===== src/rtl/add_pipe.sv =====
// Pipelined add/sub/accumulate unit with optional saturation, carry/overflow flags
// and valid/ready flow control; arithmetic resolves in stage 1, later stages only delay.
module add_pipe #(
    parameter int WIDTH    = 16,
    parameter int STAGES   = 2,
    parameter int SIGNED   = 0,
    parameter int SATURATE = 0
) (
    input  logic             clk,
    input  logic             rst_n,
    input  logic             in_valid,
    output logic             in_ready,
    input  logic [1:0]       op,
    input  logic [WIDTH-1:0] in1,
    input  logic [WIDTH-1:0] in2,
    output logic             out_valid,
    input  logic             out_ready,
    output logic [WIDTH-1:0] out,
    output logic             carry,
    output logic             ovf
);

    typedef enum logic [1:0] {
        OP_ADD = 2'b00,
        OP_SUB = 2'b01,
        OP_ACC = 2'b10,
        OP_CLR = 2'b11
    } op_e;

    op_e              w_op;
    logic             w_take;
    logic             w_sub;
    logic [WIDTH-1:0] w_a;
    logic [WIDTH-1:0] w_b;
    logic [WIDTH:0]   w_wide;
    logic [WIDTH-1:0] w_sat;
    logic [WIDTH-1:0] w_res;
    logic             w_cry;
    logic             w_ovf;
    logic [STAGES-1:0] w_adv;

    logic [WIDTH-1:0]  r_acc;
    logic [STAGES-1:0] r_vld;
    logic [STAGES-1:0] r_cry;
    logic [STAGES-1:0] r_ovf;
    logic [WIDTH-1:0]  r_res [STAGES];

    assign w_op     = op_e'(op);
    assign in_ready = w_adv[0];
    assign w_take   = in_valid && w_adv[0];

    always_comb begin
        w_a    = (w_op == OP_ACC) ? r_acc : in1;
        w_b    = (w_op == OP_ACC) ? in1 : in2;
        w_sub  = (w_op == OP_SUB);
        w_wide = w_sub ? ({1'b0, w_a} - {1'b0, w_b}) : ({1'b0, w_a} + {1'b0, w_b});
        w_cry  = w_wide[WIDTH];
        if (SIGNED != 0) begin
            w_ovf = (w_sub ? (w_a[WIDTH-1] != w_b[WIDTH-1]) : (w_a[WIDTH-1] == w_b[WIDTH-1]))
                    && (w_wide[WIDTH-1] != w_a[WIDTH-1]);
            // Overflow direction always follows the sign of the first operand.
            w_sat = w_a[WIDTH-1] ? {1'b1, {(WIDTH-1){1'b0}}} : {1'b0, {(WIDTH-1){1'b1}}};
        end else begin
            w_ovf = w_cry;
            w_sat = w_sub ? '0 : '1;
        end
        w_res = ((SATURATE != 0) && w_ovf) ? w_sat : w_wide[WIDTH-1:0];
        if (w_op == OP_CLR) begin
            w_res = '0;
            w_cry = 1'b0;
            w_ovf = 1'b0;
        end
    end

    always_ff @(posedge clk or negedge rst_n) begin
        if (!rst_n) begin
            r_acc <= '0;
        end else if (w_take && ((w_op == OP_ACC) || (w_op == OP_CLR))) begin
            r_acc <= w_res;
        end
    end

    for (genvar k = 0; k < STAGES; k++) begin : g_stage
        // A stage moves when any stage at or beyond it has a hole, or the sink accepts.
        assign w_adv[k] = out_ready || !(&r_vld[STAGES-1:k]);

        if (k == 0) begin : g_first
            always_ff @(posedge clk or negedge rst_n) begin
                if (!rst_n) begin
                    r_vld[0] <= 1'b0;
                    r_res[0] <= '0;
                    r_cry[0] <= 1'b0;
                    r_ovf[0] <= 1'b0;
                end else if (w_adv[0]) begin
                    r_vld[0] <= w_take;
                    if (w_take) begin
                        r_res[0] <= w_res;
                        r_cry[0] <= w_cry;
                        r_ovf[0] <= w_ovf;
                    end
                end
            end
        end else begin : g_delay
            always_ff @(posedge clk or negedge rst_n) begin
                if (!rst_n) begin
                    r_vld[k] <= 1'b0;
                    r_res[k] <= '0;
                    r_cry[k] <= 1'b0;
                    r_ovf[k] <= 1'b0;
                end else if (w_adv[k]) begin
                    r_vld[k] <= r_vld[k-1];
                    r_res[k] <= r_res[k-1];
                    r_cry[k] <= r_cry[k-1];
                    r_ovf[k] <= r_ovf[k-1];
                end
            end
        end
    end

    assign out_valid = r_vld[STAGES-1];
    assign out       = r_res[STAGES-1];
    assign carry     = r_cry[STAGES-1];
    assign ovf       = r_ovf[STAGES-1];

endmodule


===== config.mk =====
export PLATFORM = sky130hd
export DESIGN_NAME = add_pipe
export DESIGN_NICKNAME = d
export VERILOG_FILES = /design/src/rtl/add_pipe.sv
export SDC_FILE = /design/constraint.sdc
export NUM_CORES = 1
export LEC_CHECK = 0
export ABC_AREA = 1
export BUFFER_PORTS_ARGS = -buffer_cell sky130_fd_sc_hd__clkbuf_2
export CAP_MARGIN = 20
export CORE_AREA = 5 5 101 103
export DETAILED_ROUTE_END_ITERATION = 10
export DIE_AREA = 0 0 106 108
export GPL_TIMING_DRIVEN = 0
export PLACE_DENSITY_LB_ADDON = 0.15
export SLEW_MARGIN = 20
export SYNTH_ARGS = -nofsm -noshare
export SYNTH_HDL_FRONTEND = slang
export SYNTH_SLANG_ARGS = --single-unit

===== constraint.sdc =====
create_clock -name clk -period 1.7 [get_ports clk]
set_input_delay 0.34 -clock clk [delete_from_list [all_inputs] [get_ports clk]]
set_output_delay 0.34 -clock clk [all_outputs]
set_load 0.01 [all_outputs]

Word level (Yosys, flattened, before mapping) --
Cells that the tools add are included. Widths: inputs -> output; s select.
Word-level totals: bits in registers 52, bits of input ports 38, output and inout bits 20, word-level logic and storage cells 26
Operators by class: add/sub/neg operators 2, equal/unequal tests 3, mux-type cells 5, reduce and logical (&&, ||, !) cells 9
Operators with widths (number):
- $mux 16 | 3
- $add 16x16->17 | 1
- $mux 17 | 1
- $sub 16x16->17 | 1
- $eq 2x2->1 const B | 2
- $reduce_and 2->1 | 2
- $logic_or 1x1->1 | 3
- $eq 2x1->1 const B | 1
- $logic_and 1x1->1 | 2
- $logic_not 1->1 | 2
- $mux 1 | 1

Longest topological paths before layout --
depth after elaboration 5, mapped depth 26, gate-level depth less buffers 25

Worst setup path after synthesis --
OpenSTA, ideal clock, no wires.
kind in2reg, start point in op[0], end point reg r_acc[15], setup time 119 ps, data arrival time 2665 ps, required time 1581 ps, setup slack -1084 ps, cell stages on the path 22, path buffers 1, cell sequence inv_2 > nand2_4 > buf_6 > nand2_1 > o21ai_1 > inv_1 > ha_1 > nand3_1 > nor2_1 > nand3_1 > nand2_2 > nand3_1 > xor2_1 > ha_1 > inv_1 > nor3_1 > and2_1 > nand2_1 > nand2_1 > nand2_1 > nand4_1 > nand2_1
On the way: cells in the longest elaborated chain, start to end 5, elaborated cells between the ends (all ways) 11, classes of those cells add/sub (2); eq/ne (3); mux (4); reduce/logical (2)
RTL lines:
- start: declaration | RTL line 13 | input logic [1:0] op,
- $eq 2x2->1 | RTL line 53, 54, 78
- $mux 16, on equally long branches | RTL line 53, 54
- $add 16x16->17 or $sub 16x16->17 (tied branches) | RTL line 56 | w_wide = w_sub ? ({1'b0, w_a} - {1'b0, w_b}) : ({1'b0, w_a} + {1'b0, w_b});
- $mux 17 | RTL line 56
- $mux 16 | RTL line 68 | if (w_op == OP_CLR) begin
- end signal: assignment | RTL line 79 | r_acc <= w_res;
- end: declaration | RTL line 42 | logic [WIDTH-1:0] r_acc;
Several ways; a longest one is shown, not always the timed one. A chain may end at the register's enable or synchronous reset.

Final worst setup path --
start point in op[0], end point reg r_acc[5]
The elaborated chain is that of the path after synthesis.

==> flow_metrics.tcl <==
set metrics [dict create \
    pin_count 58 \
    final_cycle_share 1.53 \
    critical_path.cell_chain "clkbuf_16, inv_16, nand2_8, buf_8, nand2_4, o21ai_4, inv_2, ha_4, nand3_4, nor2_4, buf_4, nor2_2, xnor2_1, ha_1, buf_6, buf_6, nand2_4, inv_1, nand2_1, nand2_2, buf_4, a21oi_2, o21ai_2, o21ai_1" \
    slew_viol_final 0 \
    max-slew-margin-rel 0.536 \
    holdCritPathClass "input pin to asynchronous set/reset pin" \
    grt_pass1_vias 3757 \
    finalHoldViolCount 0 \
    finalSetupViolations 31 \
    route.detailed.vias_per_inst 4.86 \
    clock-root-buffer "sky130_fd_sc_hd__clkbuf_8" \
    worst_vdd_rail_ir_drop_uv 365 \
    total_leakage_power_nw 2.79 \
    ys.warnings.count 0 \
    worst_setup_path_startpoint "op[0]" \
    place_hpwl_um 7650 \
    fraction_of_the_yosys_area_taken_by_sequential_cells 0.337 \
    violations_in_the_final_reports "negative setup slack" \
    critical_path.startpoint_type "input pin" \
    global_route.overflow_total 0 \
    period_minus_slack_ns 2.60 \
    total_stage_count_of_the_critical_path 24 \
    fillers 901 \
    cts_max_level 2 \
    final_nets 738 \
    total_cts_buffers 5 \
    r2r_start "r_acc[0]" \
    routabilityCongestion 0.857 \
    fp.dieH_um 108 \
    power_density_nw_per_um2 999 \
    grt_max_degree 53 \
    drt-initial-drc-count 148 \
    power.internal_mw 3.07 \
    initial_core_util 0.424 \
    netlist_area_um2 3860 \
    run_status "finished, violations left" \
    number_of_detailed_route_iterations_in_the_first_pass 5 \
    detailroute.via_count 3855 \
    die-area_um2 11400 \
    number_of_cells_on_the_worst_reg_to_reg_path 13 \
    critical_path_buffers_and_inverters 9 \
    drt-total-wl_um 10200 \
    postCtsHoldBufs 0 \
    fmax_ghz 0.385 \
    clock_power_share 0.134 \
    grt_setup_unrepaired "yes" \
    holdWs_ns 0.0940 \
    cp_slowest_cell "sky130_fd_sc_hd__ha_1" \
    tightestPinTransition_ns 0.695 \
    critical-path-top-delay-family "buffers and inverters" \
    netlist.top_cell.by_area "sky130_fd_sc_hd__dfrtp_1" \
    setup.worst_path.end "r_acc[5]" \
    postSynthAreaPerCell_um2 6.54 \
    core_area_um2 9110 \
    yosysTopAreaCellShare 0.337 \
    wire_per_inst_um 12.9 \
    register_to_register_setup_slack_ns -0.39 \
    io_buffer_count 57 \
    crit_fanout 5 \
    drive_gt1_frac 0.328 \
    grt_antenna_before_repair 0 \
    synth_top_cells_by_area "sky130_fd_sc_hd__dfrtp_1, sky130_fd_sc_hd__nand2_1, sky130_fd_sc_hd__inv_1" \
    endpoint_kind "flip-flop" \
    swShare 0.402 \
    synth.lib_cells_used.distinct 31 \
    ys_ff_latch 52 \
    die-width_um 106 \
    seq_power_share 0.359 \
    clock_latency_on_the_worst_skew_pair_ns 0.31 \
    combPwrFrac 0.507 \
    timing.max_cap.violations 0 \
    skew_ns 0.0150 \
    area.growth.synth_to_final_pct 33.1 \
    antennaDiodeCount 0 \
    power_switching_mw 2.06 \
    cp.arrival_ns 2.84 \
    path_clk_slew_ns 0.10 \
    floorplan.rows 35 \
    critical-path-max-stage-delay_ns 0.36 \
    regToRegEndpoint "r_res[30]" \
    drt_drc_violations_left 0 \
    cts_tree "done" \
    count_of_clock_tree_sinks 52 \
    wire_length_of_the_first_global_routing_pass_um 17400 \
    antenna_violating_nets_left 0 \
    gr-usage-all-layers 0.184 \
    cts.path.max_buffers 2 \
    synthesis.nets 646 \
    critical_path_class "input pin to flip-flop" \
    worst_slack_ns -0.896 \
    synthCells 590 \
    critical_path_required_ns 1.94 \
    finalPower_mw 5.13 \
]
==> power groups by stage <==
stage,Combinational (mW),Sequential [mW],Clock (mW)
finish,2.60,1.84,0.688
global route,2.89,1.89,0.778
CTS,2.30,1.84,0.729
detailed placement,2.02,1.86,0
global placement,1.98,1.86,0
floorplan,1.51,1.79,0
==> worst min-delay path by stage <==
stage | depth (start not counted) | slack, ns | endpoint | from
after floorplan | 0 | 0.04 | carry | rst_n
after global placement | 1 | 0.45 | out_valid | r_vld[0]
after detailed placement | 1 | 0.45 | out_valid | r_vld[0]
after CTS | 1 | 0.12 | r_acc[0] | rst_n
after global routing | 1 | 0.16 | r_res[18] | rst_n
final | 1 | 0.09 | r_res[16] | rst_n
==> final cells by class <==
type / instances / area, um^2 / area share
clock buffers: 5 / 68.8 / 0.0134
inverters: 62 / 249 / 0.0485
clock inverters: 3 / 18.8 / 0.00365
repair buffers: 85 / 552 / 0.107
flip-flops and latches: 52 / 1300 / 0.253
well taps: 111 / 139 / 0.0270
multi-input cells: 443 / 2570 / 0.501
plain buffers: 33 / 234 / 0.0455
==> worst reg2reg max path, stage by stage (launching register included) <==
cell                       delay (ns)
sky130_fd_sc_hd__dfrtp_1         0.38
sky130_fd_sc_hd__o21ai_1         0.09
sky130_fd_sc_hd__ha_2            0.19
sky130_fd_sc_hd__fa_2            0.38
sky130_fd_sc_hd__inv_2           0.07
sky130_fd_sc_hd__nand2_1         0.05
sky130_fd_sc_hd__nand2_1         0.15
sky130_fd_sc_hd__nand2_4         0.08
sky130_fd_sc_hd__o21bai_4        0.19
sky130_fd_sc_hd__nand2_1         0.11
sky130_fd_sc_hd__nand2_1         0.08
sky130_fd_sc_hd__nand2_1         0.07
sky130_fd_sc_hd__nand4_1         0.08
sky130_fd_sc_hd__nand2_1         0.06
==> synthesized netlist by cell type <==
| library cell | number |
|---|---|
| sky130_fd_sc_hd__nand2_4 | 1 |
| sky130_fd_sc_hd__nor2_2 | 3 |
| sky130_fd_sc_hd__or2_2 | 5 |
| sky130_fd_sc_hd__nand3_1 | 28 |
| sky130_fd_sc_hd__clkbuf_1 | 10 |
| sky130_fd_sc_hd__xor2_1 | 9 |
| sky130_fd_sc_hd__dfrtp_1 | 52 |
| sky130_fd_sc_hd__clkinv_1 | 1 |
| sky130_fd_sc_hd__nor2_1 | 28 |
| sky130_fd_sc_hd__inv_2 | 4 |
| sky130_fd_sc_hd__and2_1 | 2 |
| sky130_fd_sc_hd__buf_4 | 18 |
| sky130_fd_sc_hd__o21ai_2 | 1 |
| sky130_fd_sc_hd__o31ai_1 | 4 |
| sky130_fd_sc_hd__nand2_1 | 262 |
| sky130_fd_sc_hd__ha_1 | 17 |
| sky130_fd_sc_hd__buf_2 | 3 |
| sky130_fd_sc_hd__buf_6 | 1 |
| sky130_fd_sc_hd__a21o_1 | 1 |
| sky130_fd_sc_hd__xnor2_1 | 3 |
| sky130_fd_sc_hd__inv_1 | 57 |
| sky130_fd_sc_hd__o21ai_0 | 31 |
| sky130_fd_sc_hd__buf_1 | 1 |
| sky130_fd_sc_hd__o21bai_1 | 3 |
| sky130_fd_sc_hd__nand2_2 | 2 |
| sky130_fd_sc_hd__o21ai_1 | 3 |
| sky130_fd_sc_hd__nand4_1 | 15 |
| sky130_fd_sc_hd__nor3_1 | 3 |
| sky130_fd_sc_hd__fa_1 | 1 |
| sky130_fd_sc_hd__a21oi_1 | 14 |
| sky130_fd_sc_hd__nand3b_1 | 7 |
==> flip-flops by register name (all words and copies together) (netlist names) <==
| name | flops |
|---|---|
| out | 16 |
| r_acc | 16 |
| r_res | 16 |
| carry | 1 |
| out_valid | 1 |
| r_ovf | 1 |
| r_vld | 1 |
==> metal layers <==
layer,GRT usage,routed length [um],vias to the layer above
met4,0.0666,262,0
met5,0,0,-
met2,0.312,4820,110
li1,-,-,2019
met1,0.246,4810,1705
met3,0.0167,356,21
==> cell families after synthesis <==
logic type,share of synthesized area
AO/OA/AOI/OAI,0.0801
XOR/XNOR,0.0272
adder cells (fa/ha/maj),0.0603
buffers and inverters,0.113
flip-flops,0.337
AND/OR/NAND/NOR,0.382
==> what timing repair did <==
action | in CTS | in global routing
gates resized for setup | 68 | 50
pin swaps | 38 | 33
setup buffers | 19 | 9
hold endpoints to repair | 0 | 0
endpoints found under the setup margin | 43 | 33
==> cells in the final DEF, fill, tap and decap left out, types with 7 or more instances in the layout <==
cell and instances:
sky130_fd_sc_hd__nor2_4 7, sky130_fd_sc_hd__buf_4 41, sky130_fd_sc_hd__nand2_1 239, sky130_fd_sc_hd__nor2_1 18, sky130_fd_sc_hd__nand2_2 17, sky130_fd_sc_hd__o21ai_0 13
sky130_fd_sc_hd__nand3b_1 7, sky130_fd_sc_hd__inv_1 48, sky130_fd_sc_hd__nand3_1 15, sky130_fd_sc_hd__xor2_1 7, sky130_fd_sc_hd__nand3_2 11, sky130_fd_sc_hd__nand4_1 15
sky130_fd_sc_hd__o21ai_1 17, sky130_fd_sc_hd__dfrtp_1 52, sky130_fd_sc_hd__inv_2 12, sky130_fd_sc_hd__a21oi_2 8, sky130_fd_sc_hd__nand2_4 8, sky130_fd_sc_hd__clkbuf_2 58
sky130_fd_sc_hd__ha_1 8
==> stage by stage <==
step | std cells | TNS, ns | utilization | setup slack [ns] | instance area (um^2)
after floorplan | 590 | -19.80 | - | -0.948 | 3970
after global placement | 758 | -37.86 | 0.482 | -1.50 | 4390
after detailed placement | 758 | -39.27 | 0.482 | -1.53 | 4390
after CTS | 785 | -19.19 | 0.538 | -0.814 | 4900
after global routing | 794 | -25.72 | 0.564 | -1.03 | 5140
final | 794 | -22.13 | 0.564 | -0.896 | 5140
Power figures use the tool's default switching activity.
